--- src/rtl/adc_sequencer.sv ---
// Round-robin Avalon-ST initiator for the modular ADC core: one command in flight,
// box-car averaging of 2**AVG_LOG2 samples per slot, registered 12-bit results.
module adc_sequencer #(
    parameter int NUM_CH   = 2,
    parameter int CH_BASE  = 1,
    parameter int AVG_LOG2 = 3,
    parameter int TIMEOUT  = 1023
) (
    input  logic                 clk_clk,
    input  logic                 reset_reset,
    input  logic                 enable,
    output logic                 adc_command_valid,
    output logic [4:0]           adc_command_channel,
    output logic                 adc_command_startofpacket,
    output logic                 adc_command_endofpacket,
    input  logic                 adc_command_ready,
    input  logic                 adc_response_valid,
    input  logic [4:0]           adc_response_channel,
    input  logic [11:0]          adc_response_data,
    input  logic                 adc_response_startofpacket,
    input  logic                 adc_response_endofpacket,
    output logic [NUM_CH*12-1:0] ch_value,
    output logic [NUM_CH-1:0]    ch_update,
    output logic                 frame_done,
    output logic [7:0]           error_count
);

    localparam int SLOT_W = (NUM_CH > 1) ? $clog2(NUM_CH) : 1;
    localparam int CNT_W  = (AVG_LOG2 > 0) ? AVG_LOG2 : 1;
    localparam int ACC_W  = 12 + AVG_LOG2;
    localparam int TMR_W  = (TIMEOUT > 1) ? $clog2(TIMEOUT) : 1;

    localparam logic [SLOT_W-1:0] LAST_SLOT = SLOT_W'(NUM_CH - 1);
    localparam logic [CNT_W-1:0]  CNT_MAX   = CNT_W'((1 << AVG_LOG2) - 1);
    // The timeout fires on the edge where the timer would reach TIMEOUT.
    localparam logic [TMR_W-1:0]  TMR_LAST  = TMR_W'(TIMEOUT - 1);

    typedef enum logic [1:0] {IDLE, CMD, WAIT_RSP} state_e;

    state_e              state_q, state_d;
    logic [SLOT_W-1:0]   slot_q, slot_d;
    logic [TMR_W-1:0]    timer_q, timer_d;
    logic [ACC_W-1:0]    acc_q [NUM_CH];
    logic [ACC_W-1:0]    acc_d [NUM_CH];
    logic [CNT_W-1:0]    cnt_q [NUM_CH];
    logic [CNT_W-1:0]    cnt_d [NUM_CH];
    logic [11:0]         value_q [NUM_CH];
    logic [11:0]         value_d [NUM_CH];
    logic [NUM_CH-1:0]   update_q, update_d;
    logic                frame_q, frame_d;
    logic [7:0]          err_q, err_d;

    logic [4:0]          slot_ch;
    logic                rsp_match;
    logic [ACC_W-1:0]    sum;
    logic                err_event;
    logic                unused_rsp_framing;

    assign unused_rsp_framing = adc_response_startofpacket ^ adc_response_endofpacket;
    assign slot_ch   = 5'(CH_BASE) + 5'(slot_q);
    assign rsp_match = adc_response_valid && (adc_response_channel == slot_ch);
    assign sum       = acc_q[slot_q] + ACC_W'(adc_response_data);

    always_comb begin
        // NOTE: every always_comb target gets a default first so no path can infer a latch.
        state_d   = state_q;
        slot_d    = slot_q;
        timer_d   = timer_q;
        acc_d     = acc_q;
        cnt_d     = cnt_q;
        value_d   = value_q;
        update_d  = '0;
        frame_d   = 1'b0;
        err_event = 1'b0;

        case (state_q)
            IDLE: begin
                err_event = adc_response_valid;
                if (enable) state_d = CMD;
            end
            CMD: begin
                err_event = adc_response_valid;
                if (adc_command_ready) begin
                    state_d = WAIT_RSP;
                    timer_d = '0;
                end
            end
            WAIT_RSP: begin
                timer_d = timer_q + TMR_W'(1);
                if (rsp_match) begin
                    if (cnt_q[slot_q] == CNT_MAX) begin
                        value_d[slot_q]  = 12'(sum >> AVG_LOG2);
                        acc_d[slot_q]    = '0;
                        cnt_d[slot_q]    = '0;
                        update_d[slot_q] = 1'b1;
                    end else begin
                        acc_d[slot_q] = sum;
                        cnt_d[slot_q] = cnt_q[slot_q] + CNT_W'(1);
                    end
                    frame_d = (slot_q == LAST_SLOT);
                    slot_d  = (slot_q == LAST_SLOT) ? '0 : slot_q + SLOT_W'(1);
                    state_d = enable ? CMD : IDLE;
                end else begin
                    err_event = adc_response_valid;
                    if (timer_q == TMR_LAST) begin
                        err_event = 1'b1;
                        state_d   = CMD;
                    end
                end
            end
            default: state_d = IDLE;
        endcase

        err_d = (err_event && (err_q != 8'hFF)) ? err_q + 8'd1 : err_q;
    end

    always_ff @(posedge clk_clk or posedge reset_reset) begin
        if (reset_reset) begin
            state_q  <= IDLE;
            slot_q   <= '0;
            timer_q  <= '0;
            update_q <= '0;
            frame_q  <= 1'b0;
            err_q    <= '0;
            // NOTE: the per-slot arrays are small register files that must start from zero,
            // so they are reset explicitly rather than left to power-up contents.
            for (int i = 0; i < NUM_CH; i++) begin
                acc_q[i]   <= '0;
                cnt_q[i]   <= '0;
                value_q[i] <= '0;
            end
        end else begin
            // NOTE: sequential state uses non-blocking assignments so all registers update together.
            state_q  <= state_d;
            slot_q   <= slot_d;
            timer_q  <= timer_d;
            update_q <= update_d;
            frame_q  <= frame_d;
            err_q    <= err_d;
            acc_q    <= acc_d;
            cnt_q    <= cnt_d;
            value_q  <= value_d;
        end
    end

    assign adc_command_valid         = (state_q == CMD);
    assign adc_command_startofpacket = adc_command_valid;
    assign adc_command_endofpacket   = adc_command_valid;
    assign adc_command_channel       = adc_command_valid ? slot_ch : 5'd0;
    assign ch_update                 = update_q;
    assign frame_done                = frame_q;
    assign error_count               = err_q;

    for (genvar g = 0; g < NUM_CH; g++) begin : g_value
        assign ch_value[12*g +: 12] = value_q[g];
    end

endmodule

--- config.mk ---
export PLATFORM = sky130hd
export DESIGN_NAME = adc_sequencer
export DESIGN_NICKNAME = d
export VERILOG_FILES = /design/src/rtl/adc_sequencer.sv
export SDC_FILE = /design/constraint.sdc
export NUM_CORES = 1
export LEC_CHECK = 0
export ABC_CLOCK_PERIOD_IN_PS = 5320
export CAP_MARGIN = 30
export CORE_MARGIN = 4
export CORE_UTILIZATION = 40
export CTS_BUF_LIST = sky130_fd_sc_hd__clkbuf_8
export CTS_CLUSTER_DIAMETER = 60
export DETAILED_ROUTE_END_ITERATION = 6
export PLACE_DENSITY = 0.69
export SLEW_MARGIN = 20
export SYNTH_ARGS = -nofsm -noshare
export SYNTH_HDL_FRONTEND = slang
export SYNTH_SLANG_ARGS = --single-unit
--- constraint.sdc ---
create_clock -name clk_clk -period 5.32 [get_ports clk_clk]
set_clock_uncertainty 0.15 [all_clocks]
set_input_delay 0.798 -clock clk_clk [delete_from_list [all_inputs] [get_ports clk_clk]]
set_output_delay 0.798 -clock clk_clk [all_outputs]
set_load 0.01 [all_outputs]
======== Yosys cells after proc, flatten, opt, wreduce, memory -nomap -nowiden ========
Cells that the tools add are included.
operators by class
  order comparisons ....................... 4
  bitwise operators ....................... 5
  $add $sub $neg .......................... 6
  reductions and logical operators ........ 11
  equality and inequality tests ........... 9
  muxes and demuxes ....................... 37
operators by type and width
  cell                                            count
  two-way mux 15 bit                              4
  AND 30 bit                                      1
  bitwise mux 30 bit                              1
  two-way mux 30 bit                              1
  NOT 30 bit                                      1
  bitwise mux 24 bit                              1
  case mux 10 bit (2 select lines)                1
  two-way mux 2 bit                               8
  adder 15 x 12 -> 15 bit                         1
  demux 15 bit (select 1 bit)                     1
  demux 12 bit (select 1 bit)                     1
  two-way mux 12 bit                              1
  two-way mux 3 bit                               4
  adder 10 x 1 -> 10 bit (second input constant)  1
  equality test 10 bit (second input constant)    1
  two-way mux 10 bit                              1
  adder 8 x 1 -> 8 bit (second input constant)    1
  != test 8 bit (second input constant)           1
  two-way mux 1 bit                               7
  AND 6 bit                                       1
  bitwise mux 6 bit                               1
  two-way mux 6 bit                               1
  NOT 6 bit                                       1
  case mux 2 bit (3 select lines)                 1
  24 further kinds                                29
word-level totals
  word-level logic and storage cells ...... 84
  input bits .............................. 24
  output and inout bits ................... 43
  register bits after elaboration ......... 84

======== Logic depth before layout (Yosys ltp) ========
  word-level depth ........................ 8
  mapped depth ............................ 11
  depth with buffers taken out ............ 9

======== Least setup slack after synthesis ========
Ideal clock, no wire load.
  path kind ............................... flip-flop to flip-flop
  start ................................... reg slot_q
  end ..................................... reg acc_q[29] (netlist name)
  arrival time ............................ 3057 ps
  setup slack ............................. 1987 ps
  cell stages (with the launch flop) ...... 11
  data required time ...................... 5044 ps
  period minus slack after synthesis ...... 3333 ps
  path buffers ............................ 2
  setup time .............................. 126 ps
  path through ............................ dfrtp_1 buf_2 buf_1 mux2_2 ha_1 fa_1 a21o_1 a311o_1 a21oi_1 a21oi_1 a221o_1
on the way
  cells in the longest elaborated chain, start to end .. 8
  elaborated cells on any way between the ends .. 22
  classes of those cells .................. add/sub (2); order compare (2); eq/ne (2); mux (10); bitwise (3); reduce/logical (3)
ends and longest elaborated chain
  item                                                             line  source
  start, declared                                                  41    logic [SLOT_W-1:0] slot_q, slot_d;
  start signal, assigned                                           135   slot_q <= slot_d;
  branches (longest 8 deep; another with adder 15 x 12 -> 15 bit)  --
  end signal, assigned by index                                    128   acc_q[i] <= '0;
  end signal, assigned                                             140   acc_q <= acc_d;
  end, declared                                                    43    logic [ACC_W-1:0] acc_q [NUM_CH];
Parallel ways; which one is timed is not known. The select of a mux whose other input is x is not followed.
A chain may end at the register's enable or synchronous reset.

======== Worst setup path in the final report ========
  start ................................... reg slot_q
  end ..................................... reg value_q (netlist bit ch_value[23])
on the way
  cells in the longest elaborated chain, start to end .. 6
  elaborated cells on any way between the ends .. 19
  classes of those cells .................. add/sub (2); order compare (2); eq/ne (2); mux (9); bitwise (1); reduce/logical (3)
ends and longest elaborated chain
  item                                                                           line        source
  NOT 1 -> 2 bit (implied by the code)                                           62, 91, 92
  two-way mux 15 bit (implied by the code) (tied with other cells) (3 in a row)  62          assign sum = acc_q[slot_q] + ACC_W'(adc_response_data);
  adder 15 x 12 -> 15 bit (tied with other cells)                                62
  bitwise mux 24 bit / AND reduction 3 bit (equally long branches)               --
  end signal, assigned                                                           142         value_q <= value_d;
  end, declared                                                                  47          logic [11:0] value_q [NUM_CH];
Parallel ways exist; a longest one is shown, timed or not. The select of a mux whose other input is x is not followed.

==> results.json <==
{
  "end_kind": "flip-flop",
  "synth_compound_area_share_pct": 16.2,
  "start_util_pct": 41.0,
  "setup_viol": 0,
  "synth_edf_count": 0,
  "cellPowerDensity_nw_per_um2": 350,
  "cts_max_path_buffers": 2,
  "final_antenna_net_count": 0,
  "hold_slack_ps": 333,
  "crit_path_frequent_cell": "a21oi_1",
  "crit_path_max_incr_delay_ps": 690,
  "grt_pass1_vias": 3373,
  "cts_tree": "built",
  "grt_max_degree": 50,
  "antenna_found_initial": 0,
  "synthXorXnorAreaFrac_pct": 4.53,
  "die_width_um": 113,
  "yosysWarnings": 0,
  "layout.nets": 522,
  "clock_tree.htree_level_count": 3,
  "die-area_um2": 12900,
  "synth_top_area_share_pct": 47.3,
  "crit_fanout": 15,
  "post_cts_buffers": 0,
  "dr.pass1.iters": 4,
  "slowest_stage": "dfrtp_1",
  "gp_congestion": 0.890,
  "hold_class": "flip-flop to flip-flop",
  "final.min_clock_period_ps": 3480,
  "routedWlPerCell_um": 15.9,
  "tns_ps": 0,
  "timing.reg2reg.setup_slack_ps": 1840,
  "place_area_um2": 5130,
  "synthAdderAreaFrac_pct": 5.24,
  "overflow": 0,
  "max_slew_margin_pct": 56.0,
  "drive_gt1_share_pct": 13.2,
  "synth_top_family_by_area": "compound AO/OA/AOI/OAI gates",
  "hpwl_um": 7120,
  "status": "finished, final reports clean",
  "clk_latency_ps": 360,
  "synth_area_leader_cell": "dfrtp_1",
  "multi_input_area_um2": 2180,
  "fmax_mhz": 287,
  "syn_avg_cell_area_um2": 10.5,
  "routed_via_density": 5.32,
  "die_h_um": 113,
  "cp.buffers_inverters": 1,
  "core_area_um2": 10800,
  "syn_inst": 424,
  "worst_pin_slew_ps": 650,
  "clkTransAtPathRegs_ps": 80,
  "ys_top_cells_by_area": "dfrtp_1 47%, mux2_2 5.8%, nand2_1 5.2%",
  "nFillCells": 1021,
  "fin_util_pct": 49.2,
  "drc_errors": 0,
  "yosysMostFrequentCell": "dfrtp_1",
  "fin_area_um2": 5330,
  "wirelength_um": 9910,
  "postCtsHoldBufs": 0,
  "clkSinkCount": 84,
  "cts_made_buffers": 9,
  "grt_use_met1_pct": 22.1,
  "drtIter0Drc": 154,
  "grt_pass1_wl_um": 16900,
  "synth_common_cells": "84 x dfrtp_1, 61 x nand2_1, 26 x o21ai_1",
  "slew_viol_final": 0,
  "cts_root_buffer": "clkbuf_8",
  "synth-async-reset-ratio_pct": 100,
  "ys_ff_latch": 84,
  "fp-row-count": 38,
  "grt.busiest_layer": "met2",
  "rsz0062_at_grt": "no",
  "met2_usage_pct": 26.3,
  "cp-start-kind": "flip-flop",
  "cp.required_ps": 5410,
  "cp_top_family": "compound AO/OA/AOI/OAI gates",
  "vdd.ir_drop.worst_v": 0.000145,
  "ys_dominant_reg_cell": "dfrtp_1",
  "seq_area_um2": 2100,
  "n_antenna_cell": 0,
  "num_vias": 3328,
  "synthMuxAreaShare_pct": 8.44,
  "ioPinCount": 67,
  "synth-simple-area-share_pct": 14.4,
  "critPathKind": "flip-flop to flip-flop",
  "grt_usage_pct": 16.4,
  "layout-area-overhead-vs-synth_pct": 20.0,
  "cp_cell_sequence": "buf_4 > mux2_2 > ha_1 > a21o_1 > a311o_1 > a21oi_1 > a21oi_1 > xor2_1 > o21ai_1",
  "io_buffers": 61,
  "fin_crit_sh_pct": 65.5,
  "arrival_ps": 3570,
  "yosysSeqAreaShare_pct": 47.3,
  "p_leak_uw": 0.00241,
  "synth.distinct_cells": 61,
  "hold_violations": 0,
  "cap_violations": 0,
  "synth.cell_area_um2": 4450,
  "grt_use_met3_pct": 4.03,
  "cts_resized": 0
}
power breakdown:
| part | switching (uW) | leakage, uW | internal [uW] | total (uW) |
|---|---|---|---|---|
| registers | 89.4 | 0.00114 | 715 | 804 |
| clock network | 223 | 0.000107 | 239 | 462 |
| logic | 330 | 0.00116 | 274 | 603 |
| total | 642 | 0.00241 | 1230 | 1870 |
stage by stage:
| stage | cells | setup slack, ps | power, uW |
|---|---|---|---|
| finish | 625 | 1840 | 1870 |
| global route | 625 | 1530 | 2000 |
| CTS | 625 | 1800 | 1890 |
| detailed placement | 609 | 1710 | 1420 |
| global placement | 609 | 1730 | 1400 |
| floorplan | 426 | 1990 | 1220 |
registers in the layout, indices dropped and copies added, names as in the netlist:
signal       count
slot_q           1
ch_update        2
frame_done       1
error_count      8
state_q          2
ch_value        24
acc_q           30
timer_q         10
cnt_q            6
metal layers:
layer  wire (um)  share of wire [%]  vias up
li1            -                  -     1627
met1        4580                 46     1633
met2        4830                 49       57
met3         370                3.7       11
met4         135                1.4        0
met5           0                  0        -
layout make-up:
type	instances	share of cell area, %
multi-input combinational	312	40.9
inverter	8	0.610
clock inverter	5	0.962
clock buffer	11	2.84
sequential	84	39.4
tap	140	3.28
timing repair buffer	65	12.0
placed cells by master (no fill, tap or decap), drive strengths merged, types with 12 or more instances in the layout:
cell            n
nand2          62
xnor2          12
clkdlybuf4s50  61
dfrtp          84
o31ai          13
o21ai          45
nor2           17
a21oi          14
mux2           28
ha             17
worst register-to-register path, cell delays in order (launching register included):
cell     delay, ps
dfrtp_1        690
buf_4          350
mux2_2         380
ha_1           320
a21o_1         220
a311o_1        380
a21oi_1        300
a21oi_1        220
xor2_1         270
o21ai_1        100
cells by family (layout without fill, tap and decap cells):
group | after synthesis | count (layout)
AOI/OAI and AO/OA | 105 | 105
xor gates and xnor gates | 23 | 23
adders and majority gates | 18 | 18
buffers and inverters | 30 | 89
DFF | 84 | 84
muxes | 34 | 34
other | 1 | 3
and+or+nand+nor | 129 | 129
final timing paths:
kind / end / from / cells past startpoint
worst max-delay path: ch_value[23] / slot_q / 9
worst min-delay path: acc_q[2] / acc_q[2] / 2
worst max register to register: ch_value[23] / slot_q / 9
worst min register to register: acc_q[2] / acc_q[2] / 2
max in group asynchronous: acc_q[11] / reset_reset / 3
min in group asynchronous: ch_value[12] / reset_reset / 2
No activity file was read; power rests on OpenSTA's default activity.
==> edit, RTL diff (same flow settings) <==
Change the parameter `AVG_LOG2` from 3 to 4.
--- a/src/rtl/adc_sequencer.sv
+++ b/src/rtl/adc_sequencer.sv
@@ -5,3 +5,3 @@
     parameter int CH_BASE  = 1,
-    parameter int AVG_LOG2 = 3,
+    parameter int AVG_LOG2 = 4,
     parameter int TIMEOUT  = 1023
Formal check against the unedited RTL: no difference found for any inputs over 10 cycles, from zero or initial values and one cycle with reset_reset high; that may be too few to reach the edited logic, so the function may still have changed.
==> edit against the unedited design <==
  * Synthesized area up 5.9%
  * Total power down 3.8%
  * Utilization down 0.27 points
  * Sequential cell count up 4
  * Count of clock-buffer cells in the layout down 1
  * Worst setup slack better by 0.0086 ns
  * Final area up 5.2%
  * Wire length up 0.80%
  * Critical endpoint is now ch_value[10]$_DFFE_PP0P_
==> edit: results (changes against the unedited design) <==
| Metric | Value |
|---|---|
| Hold depth | 1 (-1) |
| Worst IR Drop VDD | 0.214 mV (+47%) |
| DP HPWL | 7250 um (+1.8%) |
| Post-synthesis sequential area ratio | 46.8% (-0.51 points) |
| Post-route met1 wirelength | 4430 um (-3.4%) |
| Outcome | finished clean |
| Leak | 2.48 nW (+3.0%) |
| Pin slew with the least headroom to its limit | 0.674 ns (+0.0234 ns) |
| Critical Path Sink | ch_value[10]$_DFFE_PP0P_ |
| Post-CTS Resized | 0 (unchanged) |
| Netlist cell types | 60 (-1.6%) |
| Switching Fraction | 31.1% (-3.2 points) |
| Largest net degree at the start of global routing | 36 (-28%) |
| Instance area at placement | 5380 sq um (+4.9%) |
| Clock Latency Late Sink | 0.36 ns (about the same) |
| Post-synthesis mux area share | 5.93% (-2.5 points) |
| Hold path start | cnt_q[3]$_DFFE_PP0P_ |
| Hold Path Sink | cnt_q[3]$_DFFE_PP0P_ |
| Worst reg-to-reg path cell count | 11 (+2) |
| Compound-Gate Fraction of Synth Area | 15.2% (-1.0 points) |
| Synth top cells by count | dfrtp_1, nand2_1, o21ai_0 |
| Top delay family on crit path | flip-flops |
| WP data arrival | 3.58 ns (about the same) |
| Total global-route track usage | 15.8% (-0.65 points) |
| Fin nets | 580 (+11%) |
| Iter 0 DRT Violations | 221 (+44%) |
| First-pass GRT wire length | 17000 um (+0.98%) |
| Area contributors post-synth | dfrtp_1, nand2_1, o21ai_0 |
| Gp weighted congestion | 0.821 (-7.7%) |
| Max frequency | 0.288 GHz (+0.25%) |
| Drt first pass iters | 5 (+1) |
| Final std cells w/o fill | 687 (+9.9%) |
| Met3 wire length | 627 um (+69%) |
| Placed instance count | 671 (+10%) |
| Vias | 3634 (+9.2%) |
| Layout cells sized above 1 | 11.9% (-1.2 points) |
| Synth Area in Adders | 4.68% (-0.56 points) |
| Post-Place Worst Slack | 1.68 ns (-0.0232 ns) |
| Routed wl met2 | 4840 um (+0.29%) |
| Crit Path Max Fanout | 13 (-2) |
| Worst hold margin | 0.332 ns (-0.000783 ns) |
[edit: cell types whose count changed in the layout (fill, tap and decap cells not counted), sizes merged, moves of 5 or more]
cell and change:
o21ai +19, nor3 +5, nand2 +29, nor2 +7, o31ai -8, a21oi +8
xnor2 +5, a22o -6, mux2 -8
[edit: cell type report]
cell class	instances	area [sq um]
Sequential cell	88	2200
Inverter	11	52.6
Multi-Input combinational cell	363	2290
Clock buffer	10	138
Fill cell	1069	5860
Tap cell	143	179
Clock inverter	6	92.6
Timing Repair Buffer	66	661
[edit: power by group through the flow]
stage | logic [mW] | clock network, mW | registers, mW
after floorplan | 0.345 | 0 | 0.796
after global placement | 0.448 | 0 | 0.818
after detailed placement | 0.470 | 0 | 0.823
after CTS | 0.471 | 0.537 | 0.810
after global routing | 0.523 | 0.564 | 0.821
final | 0.464 | 0.524 | 0.810
[edit: per-layer routing]
metal	track usage, %	up-vias
met4	4.49	0
met5	0	-
met1	20.8	1745
li1	-	1788
met2	25.7	94
met3	4.15	7
